`config.mk`:
```
export PLATFORM = sky130hd
export DESIGN_NAME = jet_inference_sequencer
export DESIGN_NICKNAME = d
export VERILOG_FILES = /design/src/rtl/jet_inference_sequencer.sv
export SDC_FILE = /design/constraint.sdc
export NUM_CORES = 1
export LEC_CHECK = 0
export ABC_CLOCK_PERIOD_IN_PS = 16500
export CAP_MARGIN = 40
export CORE_UTILIZATION = 49
export CTS_CLUSTER_SIZE = 40
export DETAILED_ROUTE_END_ITERATION = 7
export PLACE_DENSITY = 0.9
export SETUP_SLACK_MARGIN = 0.15
export SLEW_MARGIN = 25
export SYNTH_ARGS = -nofsm -noshare
export SYNTH_HDL_FRONTEND = slang
export SYNTH_SLANG_ARGS = --single-unit
```
`constraint.sdc`:
```
create_clock -name clk -period 16.5 [get_ports clk]
set_input_delay 3.3 -clock clk [delete_from_list [all_inputs] [get_ports clk]]
set_output_delay 3.3 -clock clk [all_outputs]
set_load 0.01 [all_outputs]
```
`src/rtl/jet_inference_sequencer.sv`:
```
// Frame sequencer for one jet-tagging inference core: serial features in, start/done handshake, serial scores out.
// Optional macro SEQ_ARGMAX_EN adds m_class, the registered argmax of the captured scores.
module jet_inference_sequencer #(
    parameter int WIDTH          = 16,
    parameter int INPUT_SIZE     = 16,
    parameter int OUTPUT_SIZE    = 5,
    parameter int TIMEOUT_CYCLES = 64,
    parameter int CNT_W          = 16
) (
    input  logic                          clk,
    input  logic                          reset,
    input  logic                          enable,
    input  logic                          s_valid,
    output logic                          s_ready,
    input  logic [WIDTH-1:0]              s_data,
    output logic                          core_input_ready,
    output logic [WIDTH*INPUT_SIZE-1:0]   core_input_data,
    input  logic                          core_output_ready,
    input  logic [WIDTH*OUTPUT_SIZE-1:0]  core_output_data,
    output logic                          m_valid,
    input  logic                          m_ready,
    output logic [WIDTH-1:0]              m_data,
    output logic                          m_last,
`ifdef SEQ_ARGMAX_EN
    output logic [$clog2(OUTPUT_SIZE)-1:0] m_class,
`endif
    output logic                          busy,
    output logic                          timeout_err,
    output logic [CNT_W-1:0]              frame_count
);

    localparam int IN_W  = (INPUT_SIZE > 1) ? $clog2(INPUT_SIZE) : 1;
    localparam int OUT_W = (OUTPUT_SIZE > 1) ? $clog2(OUTPUT_SIZE) : 1;
    localparam int WC_W  = $clog2(TIMEOUT_CYCLES);

    typedef enum logic [2:0] {IDLE, LOAD, START, WAIT, DRAIN} state_e;

    state_e             state_q, state_d;
    logic [IN_W-1:0]    in_idx_q, in_idx_d;
    logic [OUT_W-1:0]   out_idx_q, out_idx_d;
    logic [WC_W-1:0]    wait_cnt_q, wait_cnt_d;
    logic               timeout_q, timeout_d;
    logic [CNT_W-1:0]   frame_cnt_q, frame_cnt_d;
    logic [WIDTH-1:0]   obuf_q [OUTPUT_SIZE];
    logic               load_en;
    logic               capture;

    always_ff @(posedge clk or posedge reset) begin
        if (reset) begin
            state_q     <= IDLE;
            in_idx_q    <= '0;
            out_idx_q   <= '0;
            wait_cnt_q  <= '0;
            timeout_q   <= 1'b0;
            frame_cnt_q <= '0;
        end else begin
            state_q     <= state_d;
            in_idx_q    <= in_idx_d;
            out_idx_q   <= out_idx_d;
            wait_cnt_q  <= wait_cnt_d;
            timeout_q   <= timeout_d;
            frame_cnt_q <= frame_cnt_d;
        end
    end

    always_comb begin
        state_d     = state_q;
        in_idx_d    = in_idx_q;
        out_idx_d   = out_idx_q;
        wait_cnt_d  = wait_cnt_q;
        timeout_d   = timeout_q;
        frame_cnt_d = frame_cnt_q;
        load_en     = 1'b0;
        capture     = 1'b0;
        case (state_q)
            IDLE: begin
                if (enable) begin
                    state_d  = LOAD;
                    in_idx_d = '0;
                end
            end
            LOAD: begin
                if (s_valid) begin
                    load_en = 1'b1;
                    if (in_idx_q == IN_W'(INPUT_SIZE - 1)) begin
                        state_d  = START;
                        in_idx_d = '0;
                    end else begin
                        in_idx_d = in_idx_q + IN_W'(1);
                    end
                end
            end
            START: begin
                timeout_d  = 1'b0;
                wait_cnt_d = '0;
                state_d    = WAIT;
            end
            WAIT: begin
                wait_cnt_d = wait_cnt_q + WC_W'(1);
                // A done arriving on the final watchdog cycle still wins.
                if (core_output_ready) begin
                    capture   = 1'b1;
                    out_idx_d = '0;
                    state_d   = DRAIN;
                end else if (wait_cnt_q == WC_W'(TIMEOUT_CYCLES - 1)) begin
                    timeout_d = 1'b1;
                    state_d   = IDLE;
                end
            end
            DRAIN: begin
                if (m_ready) begin
                    if (out_idx_q == OUT_W'(OUTPUT_SIZE - 1)) begin
                        out_idx_d   = '0;
                        frame_cnt_d = frame_cnt_q + CNT_W'(1);
                        in_idx_d    = '0;
                        state_d     = enable ? LOAD : IDLE;
                    end else begin
                        out_idx_d = out_idx_q + OUT_W'(1);
                    end
                end
            end
            default: state_d = IDLE;
        endcase
    end

    // Each feature slot only loads in LOAD, so the frame stays stable for the core.
    for (genvar gi = 0; gi < INPUT_SIZE; gi++) begin : g_feat
        logic [WIDTH-1:0] feat_q;
        always_ff @(posedge clk or posedge reset) begin
            if (reset) begin
                feat_q <= '0;
            end else if (load_en && (in_idx_q == IN_W'(gi))) begin
                feat_q <= s_data;
            end
        end
        assign core_input_data[gi*WIDTH +: WIDTH] = feat_q;
    end

    always_ff @(posedge clk or posedge reset) begin
        if (reset) begin
            for (int i = 0; i < OUTPUT_SIZE; i++) begin
                obuf_q[i] <= '0;
            end
        end else if (capture) begin
            for (int i = 0; i < OUTPUT_SIZE; i++) begin
                obuf_q[i] <= core_output_data[i*WIDTH +: WIDTH];
            end
        end
    end

    assign s_ready          = (state_q == LOAD);
    assign core_input_ready = (state_q == START);
    assign m_valid          = (state_q == DRAIN);
    assign m_data           = (state_q == DRAIN) ? obuf_q[out_idx_q] : '0;
    assign m_last           = (state_q == DRAIN) && (out_idx_q == OUT_W'(OUTPUT_SIZE - 1));
    assign busy             = (state_q != IDLE);
    assign timeout_err      = timeout_q;
    assign frame_count      = frame_cnt_q;

`ifdef SEQ_ARGMAX_EN
    logic [OUT_W-1:0] class_d, class_q;
    logic [WIDTH-1:0] best_val;

    // Strict greater-than keeps the lowest index on ties.
    always_comb begin
        class_d  = '0;
        best_val = core_output_data[WIDTH-1:0];
        for (int i = 1; i < OUTPUT_SIZE; i++) begin
            if ($signed(core_output_data[i*WIDTH +: WIDTH]) > $signed(best_val)) begin
                best_val = core_output_data[i*WIDTH +: WIDTH];
                class_d  = OUT_W'(i);
            end
        end
    end

    always_ff @(posedge clk or posedge reset) begin
        if (reset) begin
            class_q <= '0;
        end else if (capture) begin
            class_q <= class_d;
        end
    end

    assign m_class = class_q;
`else
    // Default build carries no class output.
`endif

endmodule

```
# ---- Yosys cells after proc, flatten, opt, wreduce, memory -nomap -nowiden
# Cells that the tools add are included.
# W data, S select, Z words.
dict set report op_classes {
  n_addsub 4
  n_lt_le_gt_ge 1
  eq_ne 30
  muxes 31
  n_bitwise 1
  n_reduce_logical 28
}
# cell n
set op_table {}
lappend op_table {{$bmux W16 S3} 1}
lappend op_table {{$mux W16} 3}
lappend op_table {{$eq A4 B4 Y1 const B} 8}
lappend op_table {{$mux W3} 10}
lappend op_table {{$mux W4} 5}
lappend op_table {{$logic_and A1 B1 Y1} 17}
lappend op_table {{$add A16 B1 Y16 const B} 1}
lappend op_table {{$eq A4 B3 Y1 const B} 4}
lappend op_table {{$pmux W3 S5} 1}
lappend op_table {{$pmux W4 S3} 1}
lappend op_table {{$pmux W6 S2} 1}
lappend op_table {{$ne A2 B2 Y1 const B} 5}
lappend op_table {{$reduce_and A3 Y1} 3}
lappend op_table {{$eq A4 B2 Y1 const B} 2}
lappend op_table {{$mux W1} 7}
lappend op_table {{$add A6 B1 Y6 const B} 1}
lappend op_table {{$eq A3 B2 Y1 const B} 2}
lappend op_table {{$eq A3 B3 Y1 const B} 2}
lappend op_table {{$eq A6 B6 Y1 const B} 1}
lappend op_table {{$ne A2 B1 Y1 const B} 3}
lappend op_table {{$pmux W3 S2} 1}
lappend op_table {{$reduce_and A6 Y1} 1}
lappend op_table {{$reduce_bool A3 Y1} 2}
lappend op_table {{$reduce_and A5 Y1} 1}
lappend op_table {{other kinds (11)} 12}
dict set report totals {
  regBits 369
  in_bits 102
  out_inout_bits 294
  word_cells 122
}

# ---- Longest topological paths before layout
# Gate-level depths: netlist of run 1.
dict set report depth {
  depth_word 5
  depth_mapped 8
  ltp_nobuf 6
}

# ---- Worst setup path before layout of run 1
# Ideal clock, no wire load.
dict set report synth_path {
  kind {register to output}
  start {register out_idx_q[0]}
  end {output port m_data[10]}
  arrival_time_ns 1.593
  required_ns 13.200
  setup_slack_ns 11.607
  path_stages_with_launch 6
  n_path_buf 2
  path_cell_list {dfrtp_1 -> buf_2 -> nor3_1 -> buf_2 -> a22oi_1 -> nor2_1}
}
dict set report synth_between {
  elab_chain_cells 5
}
# item line
set synth_rtl {}
lappend synth_rtl {{from (decl)} 40} ;# logic [OUT_W-1:0] out_idx_q, out_idx_d;
lappend synth_rtl {{from (signal assigned)} 59} ;# out_idx_q <= out_idx_d;
lappend synth_rtl {{$not A3 Y4 (not written as such)} 154} ;# assign m_data = (state_q == DRAIN) ? obuf_q[out_idx_q] : '0;
lappend synth_rtl {{$bmux W16 S3} 154}
lappend synth_rtl {{$mux W16 (not written as such) (2 in series)} 154}
lappend synth_rtl {{$mux W16} 154}
lappend synth_rtl {{to (decl)} 22} ;# output logic [WIDTH-1:0] m_data,
# No other way between the ends. The select of a mux whose other input is x is not followed.

# ---- Final worst setup path of run 1
dict set report layout_path {
  start {register out_idx_q[2]}
  end {output port m_data[8]}
}
# Same word-level chain as after synthesis.

==> run metrics, run 1 <==
Hold-fix buffers, CTS 0; crit path DAT 3.14 ns; DR pass1 iterations 5; I/O Buffers 395; drt via density 5.472; remaining routing DRC violations 0; chip width 176.8 um; dpl ws 10.59 ns; Worst-Skew Late Latency 0.52 ns; Mapped Area 0.01497 mm2; RePlAce Congestion 0.8261; Max Cap Viol 0; root buffer cell clkbuf_16; Final Cell Area 0.02044 mm2; yosys warns 0; FF+latch count, synth 369; share of cells above drive strength 1 0.2902; unrepaired setup endpoints after global routing false; worst setup path class flip-flop to output pin; GR peak layer met2; CP max FO 19; initial core utilization 0.5010; Pleak 9.140 nW; Hold WS 0.4799 ns; via count 9696; Min-Delay Path Depth 1; status complete, no violations; sequence of cells on the critical path clkinv_1, nor3_2, buf_4, a22oi_1, nor2_1, clkdlybuf4s50_1; first-pass GRT wire length 61.28 mm; final net count 1465; Critical path origin out_idx_q[2]; Register-to-Register Setup Slack 14.28 ns; antenna violations before repair 0; max-slew violation count 0; TritonCTS Sinks 369; worst r2r src state_q[0]; vias in the first global route 10260; clock slew at reported path FFs 0.06 ns; Post-synth EDFFs 0; reg2reg path depth 4; n_diodes 0; Final TNS setup 0 ns; worst hold start frame_count[15]; Max Fclk 155.3 MHz; share of flip-flops with an asynchronous set or reset 1.000; period utilization 0.3904; PwrDens 185.2 mW/mm2; area grow syn2layout 36.55%; Yosys cell types 47; WP data required 13.20 ns; Final HPWL DP 28.34 mm; clock skew 0.01425 ns; CP Capture Type output pin; Cells after DPL 1703; sequential fraction of the synthesis area 0.6169; std cell rows 63; PostCTS Resize Cnt 0; Initial DRC Count 528; Total Routed Length 40.06 mm; Max VDD drop 0.09436 mV; HP Class flip-flop to flip-flop; Synth Instances 972; Non-Filler Instances 1772; total CTS buffers 38; WL/cell 22.61 um; Post-Syn Area per Cell 15.40 um2; Largest stage delay, worst path 0.57 ns; Final Hold Vio Count 0; Synth Flop Type dfrtp_1; fin crit period 6.441 ns; total die area 0.03125 mm2; io pins 396; Startpoint Class flip-flop; CTS tree built; Post-Syn Nets 1082; Die Ht 176.8 um; htree depth 2; core box area 0.02987 mm2; Max-slew headroom 0.4435; Area after DPL 0.01921 mm2; grt met3 use 0.09235; Final setup viols 0; Detail Route Antenna Nets 0; worst slew pin tran 0.8348 ns; grt ovf 0; met2 GRT Util 0.4417; global routing met1 resource utilization 0.3056; worst-path cell with the longest stage delay nor3_2; gr usage total 0.2599; largest net degree at the start of global routing 161; setup ws final 10.06 ns; clock buffer depth 3; Setup Buffers After CTS 0
## layout make-up
class	instances	area [um2]
Sequential cell	369	9234
Multi-Input combinational cell	531	5359
Timing Repair Buffer	405	4113
Clock buffer	56	1099
Fill cell	1931	9437
Inverter	10	45.04
Tap cell	390	488.0
Clock inverter	11	101.3
## per-layer routing
layer,vias to the layer above,routed length (um)
met5,-,0
met4,0,1194
met3,80,3790
met2,386,19850
met1,4989,15230
li1,4241,-
## registers in the layout, summed over array words and instances (netlist names)
| signal | count |
|---|---|
| timeout_err | 1 |
| obuf_q | 80 |
| in_idx_q | 4 |
| g_feat.feat_q | 256 |
| frame_count | 16 |
| out_idx_q | 3 |
| wait_cnt_q | 6 |
| state_q | 3 |
## where the power goes
group | total, mW | leakage (nW) | switching (mW) | internal [mW]
Clock | 0.825 | 0.591 | 0.347 | 0.479
Combinational | 1.43 | 3.83 | 0.567 | 0.866
Sequential | 1.53 | 4.72 | 0.241 | 1.29
Total | 3.79 | 9.14 | 1.15 | 2.63
## critical path: cells and delay by family (launching register included)
family          cells  cell delay (ns)
compound gates      1             0.11
buf+inv             3             1.40
flops               1             0.41
simple gates        2             0.70
## synth_stat cells, types with 2 or more instances
| cell | count | area share |
|---|---|---|
| a21oi_1 | 5 | 0.0017 |
| a22oi_1 | 18 | 0.0090 |
| a32o_1 | 3 | 0.0020 |
| and2_1 | 4 | 0.0017 |
| and3_1 | 3 | 0.0013 |
| and4_1 | 2 | 0.0012 |
| buf_2 | 14 | 0.0047 |
| buf_4 | 18 | 0.0090 |
| buf_6 | 5 | 0.0038 |
| clkbuf_1 | 24 | 0.0060 |
| dfrtp_1 | 369 | 0.62 |
| ha_1 | 8 | 0.0067 |
| inv_1 | 8 | 0.0020 |
| mux2_1 | 43 | 0.032 |
| mux2_2 | 294 | 0.22 |
| mux2i_1 | 4 | 0.0027 |
| mux4_2 | 16 | 0.024 |
| nand2_1 | 17 | 0.0043 |
| nand2_2 | 12 | 0.0050 |
| nand2b_1 | 2 | 0.00084 |
| nand3_1 | 10 | 0.0033 |
| nand3_4 | 4 | 0.0047 |
| nand4_1 | 10 | 0.0042 |
| nor2_1 | 29 | 0.0073 |
| nor2b_1 | 3 | 0.0013 |
| nor3_1 | 4 | 0.0013 |
| o21ai_0 | 10 | 0.0033 |
| xnor2_1 | 14 | 0.0082 |
## metrics by stage
| stage | util | total power, mW |
|---|---|---|
| after floorplan | - | 2.181 |
| after global placement | 0.6401 | 2.895 |
| after detailed placement | 0.6431 | 2.969 |
| after CTS | 0.6833 | 3.811 |
| after global routing | 0.6841 | 3.972 |
| final | 0.6841 | 3.786 |
## worst paths after layout
path | to
setup reg to reg | g_feat[7].feat_q[9]
min in group asynchronous | g_feat[3].feat_q[12]
hold reg to reg | frame_count[15]
setup / recovery | m_data[8]
hold / removal | frame_count[15]
max in group asynchronous | g_feat[4].feat_q[10]
## cells in the final DEF, fill, tap and decap left out, drive strengths merged, types with 3 or more instances in the layout
cell type,n
clkdlybuf4s50,395
nor3,5
buf,10
and3,3
and2,4
clkinv,8
o21ai,10
mux4,16
inv,11
mux2,337
mux2i,4
dfrtp,369
nand3,14
a32o,3
a22oi,18
clkbuf,56
nor2,29
ha,8
a21oi,5
nor2b,3
nand2,29
xnor2,14
nand4,10
## logic make-up (layout without fill, tap and decap cells)
logic type               Yosys count  count (layout)  share of synthesized area
multiplexers                     357             357                     0.2803
flip-flops                       369             369                     0.6169
AO/OA/AOI/OAI                     43              43                    0.01990
adder cells (fa/ha/maj)            8               8                   0.006688
buffers and inverters             72             482                    0.02625
XOR/XNOR                          15              15                   0.008777
AND/OR/NAND/NOR                  108             108                    0.04121
(Power assumes the default switching activity.)
==> run 2, diff against run 1 <==
ABC_CLOCK_PERIOD_IN_PS = 5700   (was 16500)
CORE_UTILIZATION = 44   (was 49)
PLACE_DENSITY = 0.85   (was 0.9)
clock period = 5.7 ns   (was 16.5 ns; I/O delays follow)
==> run metrics, run 2 (synthesized netlist as in run 1, its figures left out) <==
root buffer cell clkbuf_16 (unchanged); clock slew at reported path FFs 0.06 ns (about the same); total die area 0.03476 mm2 (was 0.03125 mm2); clock skew 0.01573 ns (was 0.01425 ns); RePlAce Congestion 0.8216 (was 0.8261); Max-slew headroom 0.4135 (was 0.4435); Total Routed Length 40.38 mm (was 40.06 mm); unrepaired setup endpoints after global routing false (unchanged); Hold WS 0.4915 ns (was 0.4799 ns); sequential cell area 0.009234 mm2 (unchanged); WP data required 4.56 ns (was 13.20 ns); vias in the first global route 10380 (was 10260); share of cells above drive strength 1 0.2916 (was 0.2902); Hold-fix buffers, CTS 0 (unchanged); io pins 396 (unchanged); Final HPWL DP 27.64 mm (was 28.34 mm); htree depth 2 (unchanged); Max Fclk 247.1 MHz; Reg with most FFs g_feat.feat_q (unchanged); Overall Power 11.07 mW (was 3.786 mW); final net count 1466 (was 1465); core box area 0.03353 mm2 (was 0.02987 mm2); fin crit period 4.047 ns; PwrDens 538.4 mW/mm2 (was 185.2 mW/mm2); setup ws final 1.653 ns (was 10.06 ns); CP Capture Type output pin (unchanged); worst setup path class flip-flop to output pin (unchanged); crit path DAT 2.91 ns (was 3.14 ns); I/O Buffers 395 (unchanged); Max VDD drop 0.2985 mV (was 0.09436 mV); gr usage total 0.2363 (was 0.2599); first-pass GRT wire length 63.48 mm (was 61.28 mm); Final TNS setup 0 ns (unchanged); Cells after DPL 1762 (was 1703); period utilization 0.7100; Non-Filler Instances 1830 (was 1772); TritonCTS Sinks 369 (unchanged); CTS tree built (unchanged); Area after DPL 0.01927 mm2 (was 0.01921 mm2); std cell rows 67 (was 63); Initial DRC Count 324 (was 528); antenna violations before repair 0 (unchanged); chip width 186.4 um (was 176.8 um); max-slew violation count 0 (unchanged); CP max FO 19 (unchanged); commonest non-fill, non-tap cell in the layout clkdlybuf4s50_1 (unchanged); dpl ws 2.192 ns (was 10.59 ns); PostCTS Resize Cnt 0 (unchanged); DR pass1 iterations 4 (was 5); status complete, no violations (unchanged); total CTS buffers 39 (was 38); Final Hold Vio Count 0 (unchanged); Max Cap Viol 0 (unchanged); Setup Buffers After CTS 0 (unchanged); Die Ht 186.4 um (was 176.8 um); multi-input logic area 0.005359 mm2 (unchanged); fin util 0.6131 (was 0.6841); grt ovf 0 (unchanged); Pleak 9.154 nW (was 9.140 nW); worst slew pin tran 0.8798 ns (was 0.8348 ns); max reg flops 256 (unchanged); HP Class flip-flop to flip-flop (unchanged); drt via density 5.337 (was 5.472); Worst-Skew Late Latency 0.53 ns (was 0.52 ns); n_diodes 0 (unchanged); area grow syn2layout 37.36% (was 36.55%); leading cell types in the layout, fill and taps excluded clkdlybuf4s50_1 (395), dfrtp_1 (369), mux2_2 (294) (unchanged); clock buffer depth 3 (unchanged); largest net degree at the start of global routing 166 (was 161); via count 9766 (was 9696); Final Cell Area 0.02056 mm2 (was 0.02044 mm2); Detail Route Antenna Nets 0 (unchanged); # fillers 2442 (was 1931); Startpoint Class flip-flop (unchanged); WL/cell 22.07 um (was 22.61 um); Final setup viols 0 (unchanged); initial core utilization 0.4464 (was 0.5010); remaining routing DRC violations 0 (unchanged)
run 2: cell count changes in the layout (fill, tap and decap cells not counted):
cell / change
buf_12: +2
buf_16: -2
clkbuf_1: -2
clkbuf_16: +2
clkinv_2: -2
clkinvlp_4: +2
buf_4: +1
buf_8: -1
bufinv_16: +1
clkbuf_8: +1
inv_6: -1
inv_8: -1
run 2: area by class of cell:
type | instances | area share
Timing Repair Buffer | 405 | 0.1989
Clock inverter | 10 | 0.005842
Sequential cell | 369 | 0.4491
Multi-Input combinational cell | 531 | 0.2607
Tap cell | 448 | 0.02726
Clock buffer | 57 | 0.05617
Inverter | 10 | 0.002008
run 2: worst max-delay path, cell delays in order, from the launching register on:
cell             delay [ns]
dfrtp_1                0.41
clkinv_1               0.54
nor3_2                 0.27
buf_4                  0.28
a22oi_1                0.13
nor2_1                 0.16
clkdlybuf4s50_1        0.57
run 2: path summary, 6_finish.rpt:
kind	startpoint	endpoint	slack [ns]	depth (start not counted)
max in group asynchronous	reset	g_feat[13].feat_q[9]	3.59	3
min in group asynchronous	reset	g_feat[6].feat_q[11]	0.93	2
worst min register to register	g_feat[15].feat_q[8]	g_feat[15].feat_q[8]	0.49	1
worst max-delay path	out_idx_q[2]	m_data[14]	1.65	6
worst min-delay path	g_feat[15].feat_q[8]	g_feat[15].feat_q[8]	0.49	1
worst max register to register	state_q[0]	g_feat[11].feat_q[0]	3.49	4
run 2: where the power goes:
group,total [mW],switching (mW),internal (mW)
sequential,4.42,0.691,3.72
clock,2.52,1.02,1.50
combinational,4.14,1.63,2.51
total,11.1,3.34,7.72
run 2: routing by layer:
layer,vias up,global-route usage,share of wire
met1,5067,0.2845,0.39
met5,-,0,0
met2,382,0.4061,0.50
met4,0,0.06357,0.025
li1,4251,-,-
met3,66,0.07674,0.082
==> run 3, diff against run 2 <==
ABC_CLOCK_PERIOD_IN_PS = 4100   (was 5700)
CORE_UTILIZATION = 49   (was 44)
PLACE_DENSITY = 0.9   (was 0.85)
clock period = 4.1 ns   (was 5.7 ns; I/O delays follow)
==> run metrics, run 3 (synthesized netlist as in run 1, its figures left out) <==
via count 9905 (was 9766); clock buffer depth 3 (unchanged); area grow syn2layout 36.99% (was 37.36%); worst-path cell with the longest stage delay dfrtp_2 (was clkdlybuf4s50_1); share of cells above drive strength 1 0.2926 (was 0.2916); clock skew 0.01636 ns (was 0.01573 ns); antenna violations before repair 1 (was 0); PwrDens 752.9 mW/mm2 (was 538.4 mW/mm2); n_diodes 0 (unchanged); # fillers 1938 (was 2442); total CTS buffers 38 (was 39); std cell rows 63 (was 67); Worst-Skew Late Latency 0.52 ns (was 0.53 ns); Detail Route Antenna Nets 0 (unchanged); Setup Buffers After CTS 0 (unchanged); unrepaired setup endpoints after global routing false (unchanged); Hold-fix buffers, CTS 0 (unchanged); fin crit period 3.677 ns; period utilization 0.8967; leading cell types in the layout, fill and taps excluded clkdlybuf4s50_1 (395), dfrtp_1 (368), mux2_2 (294) (was clkdlybuf4s50_1 (395), dfrtp_1 (369), mux2_2 (294)); critical path buffer and inverter count 2 (was 3); gr usage total 0.2643 (was 0.2363); CP Capture Type output pin (unchanged); total die area 0.03125 mm2 (was 0.03476 mm2); worst setup path class flip-flop to output pin (unchanged); final net count 1468 (was 1466); grt ovf 0 (unchanged); io pins 396 (unchanged); WP data required 3.28 ns (was 4.56 ns); CP delay by family, top buffers and inverters (unchanged); Max Cap Viol 0 (unchanged); max reg flops 256 (unchanged); PostCTS Resize Cnt 0 (unchanged); CP max FO 21 (was 19); Overall Power 15.44 mW (was 11.07 mW); worst r2r src state_q[1] (was state_q[0]); Final Cell Area 0.02050 mm2 (was 0.02056 mm2); status complete, no violations (unchanged); root buffer cell clkbuf_16 (unchanged); commonest non-fill, non-tap cell in the layout clkdlybuf4s50_1 (unchanged); drt via density 5.583 (was 5.337); Max VDD drop 0.4463 mV (was 0.2985 mV); sequential cell area 0.009235 mm2 (was 0.009234 mm2); Largest stage delay, worst path 0.64 ns (was 0.57 ns); Max-slew headroom 0.4849 (was 0.4135); worst slew pin tran 0.7702 ns (was 0.8798 ns); Area after DPL 0.01920 mm2 (was 0.01927 mm2); Reg with most FFs g_feat.feat_q (unchanged); Pleak 9.168 nW (was 9.154 nW); sequence of cells on the critical path nor3_2, buf_4, a22oi_1, nor2_1, clkdlybuf4s50_1 (was clkinv_1, nor3_2, buf_4, a22oi_1, nor2_1, clkdlybuf4s50_1); clock slew at reported path FFs 0.06 ns (about the same); RePlAce Congestion 0.8173 (was 0.8216); Final HPWL DP 28.50 mm (was 27.64 mm); multi-input logic area 0.005359 mm2 (unchanged); I/O Buffers 395 (unchanged); Critical path origin out_idx_q[0] (was out_idx_q[2]); worst hold start frame_count[15] (was g_feat[15].feat_q[8]); CTS tree built (unchanged); Total Routed Length 40.89 mm (was 40.38 mm); chip width 176.8 um (was 186.4 um); max-slew violation count 0 (unchanged); DR pass1 iterations 4 (unchanged); crit path DAT 2.86 ns (was 2.91 ns); Initial DRC Count 433 (was 324); HP Class flip-flop to flip-flop (unchanged); first-pass GRT wire length 62.18 mm (was 63.48 mm); fin util 0.6864 (was 0.6131); largest net degree at the start of global routing 127 (was 166); htree depth 2 (unchanged); TritonCTS Sinks 369 (unchanged); Die Ht 176.8 um (was 186.4 um); Hold WS 0.4835 ns (was 0.4915 ns); Startpoint Class flip-flop (unchanged); Final setup viols 0 (unchanged); Max Fclk 272.0 MHz; vias in the first global route 10470 (was 10380); WL/cell 23.05 um (was 22.07 um); Final Hold Vio Count 0 (unchanged); remaining routing DRC violations 0 (unchanged); initial core utilization 0.5010 (was 0.4464); core box area 0.02987 mm2 (was 0.03353 mm2)
## run 3: path summary, 6_finish.rpt
kind                                        end  depth (start not counted)  slack [ns]
hold / removal                  frame_count[15]                          1        0.48
min in group asynchronous  g_feat[6].feat_q[11]                          2        0.69
max in group asynchronous  g_feat[15].feat_q[6]                          3        2.38
hold reg to reg                 frame_count[15]                          1        0.48
setup reg to reg                      obuf_q[0]                          4        1.88
setup / recovery                     m_data[14]                          5        0.42
## run 3: worst register-to-register path: stages, from the launching register on
cell	delay, ns
dfrtp_1	0.54
nor2b_1	0.39
nand3_4	0.41
buf_4	0.43
mux2_2	0.33
## run 3: area by class of cell
cell class                 instances  area share
sequential                       369      0.4504
multi-input combinational        531      0.2613
timing repair buffer             408      0.2006
clock buffer                      55     0.05339
tap                              390     0.02380
clock inverter                    11    0.008482
inverter                          10    0.002014
## run 3: metrics by stage
step,worst slack [ns],instances,TNS [ns]
3_3_place_gp,0.6956,1706,0
3_5_place_dp,0.9863,1706,0
4_1_cts,0.3880,1772,0
5_1_grt,0.2757,1774,0
6_report,0.4235,1774,0
2_1_floorplan,-1.672,972,-617.03
## run 3: routing by layer
metal  GRT usage  vias to the layer above  share of wire
met3     0.08076                       91          0.082
met2      0.4603                      423           0.51
met4     0.09052                        2          0.033
met5           0                        -        0.00027
met1      0.3087                     5146           0.38
li1            -                     4243              -
## run 3: power by group
group	leakage, nW	switching (mW)	internal [mW]
Sequential	4.72	1.07	5.18
Combinational	3.83	2.19	3.47
Clock	0.625	1.41	2.11
